==> config.mk <==
export PLATFORM = sky130hd
export DESIGN_NAME = adc_scan_avg
export DESIGN_NICKNAME = d
export VERILOG_FILES = /design/src/rtl/adc_scan_avg.sv
export SDC_FILE = /design/constraint.sdc
export NUM_CORES = 1
export LEC_CHECK = 0
export CAP_MARGIN = 20
export CORE_MARGIN = 3
export CORE_UTILIZATION = 55
export DETAILED_ROUTE_END_ITERATION = 10
export GPL_ROUTABILITY_DRIVEN = 0
export PLACE_DENSITY = 0.85
export SYNTH_ARGS = -nofsm -noshare
export SYNTH_HDL_FRONTEND = slang
export SYNTH_SLANG_ARGS = --single-unit
==> constraint.sdc <==
create_clock -name clock_clk -period 5.2 [get_ports clock_clk]
set_input_delay 1.04 -clock clock_clk [delete_from_list [all_inputs] [get_ports clock_clk]]
set_output_delay 1.04 -clock clock_clk [all_outputs]
set_load 0.05 [all_outputs]
==> src/rtl/adc_scan_avg.sv <==
// Round-robin ADC scan controller: issues one single-beat command per conversion,
// averages 2**AVG_LOG2 matching responses per channel and strobes the result.
module adc_scan_avg #(
    parameter int NCH      = 2,
    parameter int CH_BASE  = 1,
    parameter int AVG_LOG2 = 4
) (
    input  logic        clock_clk,
    input  logic        reset_sink_reset_n,
    input  logic        enable,
    output logic        command_valid,
    output logic [4:0]  command_channel,
    output logic        command_startofpacket,
    output logic        command_endofpacket,
    input  logic        command_ready,
    input  logic        response_valid,
    input  logic [4:0]  response_channel,
    input  logic [11:0] response_data,
    output logic        avg_valid,
    output logic [4:0]  avg_channel,
    output logic [11:0] avg_data,
    output logic        err_chan
);

    localparam int AW = 12 + AVG_LOG2;
    localparam int CW = AVG_LOG2 + 1;
    localparam int IW = (NCH > 1) ? $clog2(NCH) : 1;
    localparam logic [CW-1:0] NSAMP    = CW'(1 << AVG_LOG2);
    localparam logic [IW-1:0] LAST_IDX = IW'(NCH - 1);
    localparam logic [4:0]    BASE     = 5'(CH_BASE);

    typedef enum logic [1:0] {IDLE, CMD, WAIT_RSP, EMIT} state_t;

    state_t        state_q;
    logic [IW-1:0] idx_q;
    logic [AW-1:0] acc_q;
    logic [CW-1:0] cnt_q;
    logic [4:0]    avgChannel_q;
    logic [11:0]   avgData_q;
    logic          errChan_q;

    logic [4:0]    curChan_d;
    logic          rspMatch_d;
    logic [AW-1:0] accSum_d;
    logic [11:0]   avgTrunc_d;
    logic [CW-1:0] cntInc_d;

    assign curChan_d  = BASE + 5'(idx_q);
    assign rspMatch_d = (response_channel == curChan_d);
    assign accSum_d   = acc_q + AW'(response_data);
    assign avgTrunc_d = 12'(accSum_d >> AVG_LOG2);
    assign cntInc_d   = cnt_q + CW'(1);

    always_ff @(posedge clock_clk or negedge reset_sink_reset_n) begin
        if (!reset_sink_reset_n) begin
            state_q      <= IDLE;
            idx_q        <= '0;
            acc_q        <= '0;
            cnt_q        <= '0;
            avgChannel_q <= '0;
            avgData_q    <= '0;
            errChan_q    <= 1'b0;
        end else begin
            // A response is only legal while a conversion is outstanding.
            if (response_valid && (state_q != WAIT_RSP)) begin
                errChan_q <= 1'b1;
            end
            case (state_q)
                IDLE: begin
                    if (enable) begin
                        state_q <= CMD;
                        idx_q   <= '0;
                        acc_q   <= '0;
                        cnt_q   <= '0;
                    end
                end
                CMD: begin
                    if (command_ready) begin
                        state_q <= WAIT_RSP;
                    end else if (!enable) begin
                        state_q <= IDLE;
                        idx_q   <= '0;
                        acc_q   <= '0;
                        cnt_q   <= '0;
                    end
                end
                WAIT_RSP: begin
                    if (response_valid) begin
                        if (rspMatch_d && (cntInc_d == NSAMP)) begin
                            state_q      <= EMIT;
                            acc_q        <= accSum_d;
                            cnt_q        <= cntInc_d;
                            avgChannel_q <= curChan_d;
                            avgData_q    <= avgTrunc_d;
                        end else if (enable) begin
                            state_q <= CMD;
                            if (rspMatch_d) begin
                                acc_q <= accSum_d;
                                cnt_q <= cntInc_d;
                            end else begin
                                errChan_q <= 1'b1;
                            end
                        end else begin
                            state_q <= IDLE;
                            idx_q   <= '0;
                            acc_q   <= '0;
                            cnt_q   <= '0;
                            if (!rspMatch_d) begin
                                errChan_q <= 1'b1;
                            end
                        end
                    end
                end
                EMIT: begin
                    acc_q   <= '0;
                    cnt_q   <= '0;
                    idx_q   <= (idx_q == LAST_IDX) ? '0 : idx_q + IW'(1);
                    state_q <= enable ? CMD : IDLE;
                end
                default: state_q <= IDLE;
            endcase
        end
    end

    // Command and strobe outputs decode from state alone so reset clears them at once.
    assign command_valid         = (state_q == CMD);
    assign command_channel       = command_valid ? curChan_d : 5'd0;
    assign command_startofpacket = command_valid;
    assign command_endofpacket   = command_valid;
    assign avg_valid             = (state_q == EMIT);
    assign avg_channel           = avgChannel_q;
    assign avg_data              = avgData_q;
    assign err_chan              = errChan_q;

endmodule

==> qor.csv <==
metric;value;unit
postPlaceCellArea;0.002888;mm2
power_density;349.5;mW/mm2
drive_gt1_frac;0.05863;
yosys_warnings;0;
ir_worst_vdd;0.3414;mV
fp.dieW;72.62;um
rows;23;
vias;2088;
cp-start-kind;primary input;
holdBufCountCts;0;
clock-root-buffer;clkbuf_8;
syn_to_final_growth;22.91;%
synthFlopType;dfrtp_1;
wl_per_cell;14.61;um
max_stage_delay;560;ps
die_y;72.62;um
portBuffers;42;
antenna_found_initial;0;
via_per_inst;5.849;
power_leakage;1.320;nW
crit_cells;8;
slew_headroom;0.3437;
p_clk_frac;0.247;
h-tree-depth;2;
clkLatencyLatePin;300;ps
ys_ff_latch;39;
p_int;618.2;uW
cap_violations;0;
required;5440;ps
finalPower;1.049;mW
drtIter0Drc;151;
setup_viol;0;
nets;348;
worstSetupPathType;in2reg;
wl;5.215;mm
clk_pin_slew_worst_paths;90;ps
combinationalPowerShare;0.423;
overflow;0;
cp_cell_sequence;clkdlybuf4s50_1 > or3b_1 > a21oi_1 > o311ai_4 > buf_4 > nand2b_1 > or4_1 > nand3_1;
ioPinCount;49;
syn_inst;264;
critPathLaunch;response_channel[0];
cts_resized;0;
crit_buf_inv;2;
cts_tree;yes;
seq_power_share;0.330;
dpl.cell_count;349;
p_sw_frac;0.4105;
hp-start;avg_data[5];
period_minus_slack;3249;ps
clock_sinks;39;
synth_seq_area_share;0.3998;
syn-cell-area;0.002441;mm2
status;finished clean;
initial_utilization;0.5891;
async_flop_share;1.000;
slew_violations;0;
finClkSkew;10.38;ps
arrival;3490;ps
worstReg2RegStart;idx_q;
hpwl;3.795;mm
die_area;0.005274;mm2
rsz0062_at_grt;no;
synth.distinct_cells;51;
track_usage;0.2190;
worst_pin_slew;984.4;ps
final_area;0.003000;mm2
fillers;316;
grt_max_degree;40;
stdcell_count;357;
cts.path.max_buffers;2;
crit_slowest_cell;or4_1;
syn-mean-instance-area;9.247;um2
fmax;307.8;MHz
drc;0;
end_kind;flop;
grt_pass1_wl;9.149;mm
antennaDiodeCount;0;
fin_tns_setup;0;ps
first_pass_iters;4;
synth_edf_count;0;
drtAntennaViolNets;0;
hold_depth;2;
cts_buffers;5;
switchingPower;430.5;uW
post_cts_buffers;0;
finalHoldViolations;0;
core_area;0.004144;mm2
period_share;0.6248;
min_path_type;reg2reg;
grt_pass1_vias;2111;
r2r_cells;7;
critPathTopFamily;simple AND/OR/NAND/NOR gates;
path_max_fanout;32;
==> layout make-up <==
type	count	area [um2]	area share
multi-input combinational	204	1374	0.4579
sequential	39	975.9	0.3253
timing repair buffer	44	430.4	0.1435
clock buffer	5	68.82	0.02294
tap	50	62.56	0.02085
inverter	12	45.04	0.01501
clock inverter	3	43.79	0.01460
==> cell usage in the layout (no fill, tap or decap), types with 3 or more instances in the layout <==
cell,Yosys,routed
xor2_1,6,6
a21o_1,4,4
and2_1,3,3
conb_1,1,6
or3_1,4,4
o31ai_1,8,8
clkdlybuf4s50_1,0,41
o21ai_0,35,35
inv_1,12,12
clkbuf_8,0,5
ha_1,19,19
nor2b_1,3,3
nand2_1,39,39
xnor2_1,6,6
nand3_1,4,4
nor3_1,4,4
nand3b_1,3,3
o211ai_1,3,3
nand2b_1,4,4
a21oi_1,15,15
nor2_1,3,3
nand4_1,3,3
dfrtp_1,39,39
==> cell usage after synthesis (all sizes together), types with 3 or more instances <==
library cell   n  share of area
dfrtp         39           0.40
nand2         39          0.060
o21ai         35          0.072
ha            19          0.097
a21oi         15          0.031
inv           12          0.018
buf            9          0.026
o31ai          8          0.025
xnor2          6          0.022
xor2           6          0.022
clkbuf         5         0.0077
a21o           4          0.012
and2           4          0.010
nand2b         4          0.010
nand3          4         0.0082
nor3           4         0.0082
or3            4          0.010
nand3b         3         0.0092
nand4          3         0.0077
nor2           3         0.0046
nor2b          3         0.0077
o211ai         3         0.0092
o41ai          3          0.014
==> through the flow <==
stage	util	setup slack (ps)	hold slack, ps
after floorplan	-	2306	447.3
after global placement	0.6969	1679	459.0
after detailed placement	0.6969	1636	469.2
after CTS	0.7240	1953	488.2
after global routing	0.7240	1761	508.6
final	0.7240	1951	479.7
==> flip-flops by register name, summed over array words and instances, names as in the netlist <==
| signal | count |
|---|---|
| state_q | 2 |
| cnt_q | 5 |
| acc_q | 16 |
| idx_q | 1 |
| avg_channel | 2 |
| err_chan | 1 |
| avg_data | 12 |
==> power by group through the flow <==
stage,logic [mW],clock network [mW],registers (mW)
3_5_place_dp,0.441,0,0.351
5_1_grt,0.482,0.278,0.349
3_3_place_gp,0.434,0,0.350
2_1_floorplan,0.327,0,0.345
4_1_cts,0.443,0.264,0.345
6_report,0.444,0.259,0.346
==> cells by family after synthesis <==
kind of cell             share of synthesized area
AND/OR/NAND/NOR                             0.1538
multiplexers                              0.008713
adder cells (fa/ha/maj)                     0.1056
XOR/XNOR                                   0.04305
AO/OA/AOI/OAI                               0.2353
flip-flops                                  0.3998
buffers and inverters                      0.05228
other                                     0.001536
==> tightest hold or removal path, delay by kind of cell (launching register included) <==
kind / cells / cell delay, ps
simple gates: 1 / 40
compound gates: 1 / 60
flops: 1 / 350
==> routing by layer <==
| metal | vias up | track usage | routed length, um |
|---|---|---|---|
| li1 | 1026 | - | - |
| met1 | 1005 | 0.2730 | 2400 |
| met2 | 50 | 0.3637 | 2473 |
| met3 | 7 | 0.04270 | 262 |
| met4 | 0 | 0.1045 | 79 |
| met5 | - | 0 | 0 |
==> worst paths after layout <==
kind / end / slack (ps)
worst max-delay path: acc_q[14] / 1950
worst min-delay path: avg_data[5] / 480
worst max register to register: acc_q[14] / 2610
worst min register to register: avg_data[5] / 480
max in group asynchronous: acc_q[0] / 3790
min in group asynchronous: acc_q[6] / 850
Note: power is estimated with default switching activity, not from simulation.
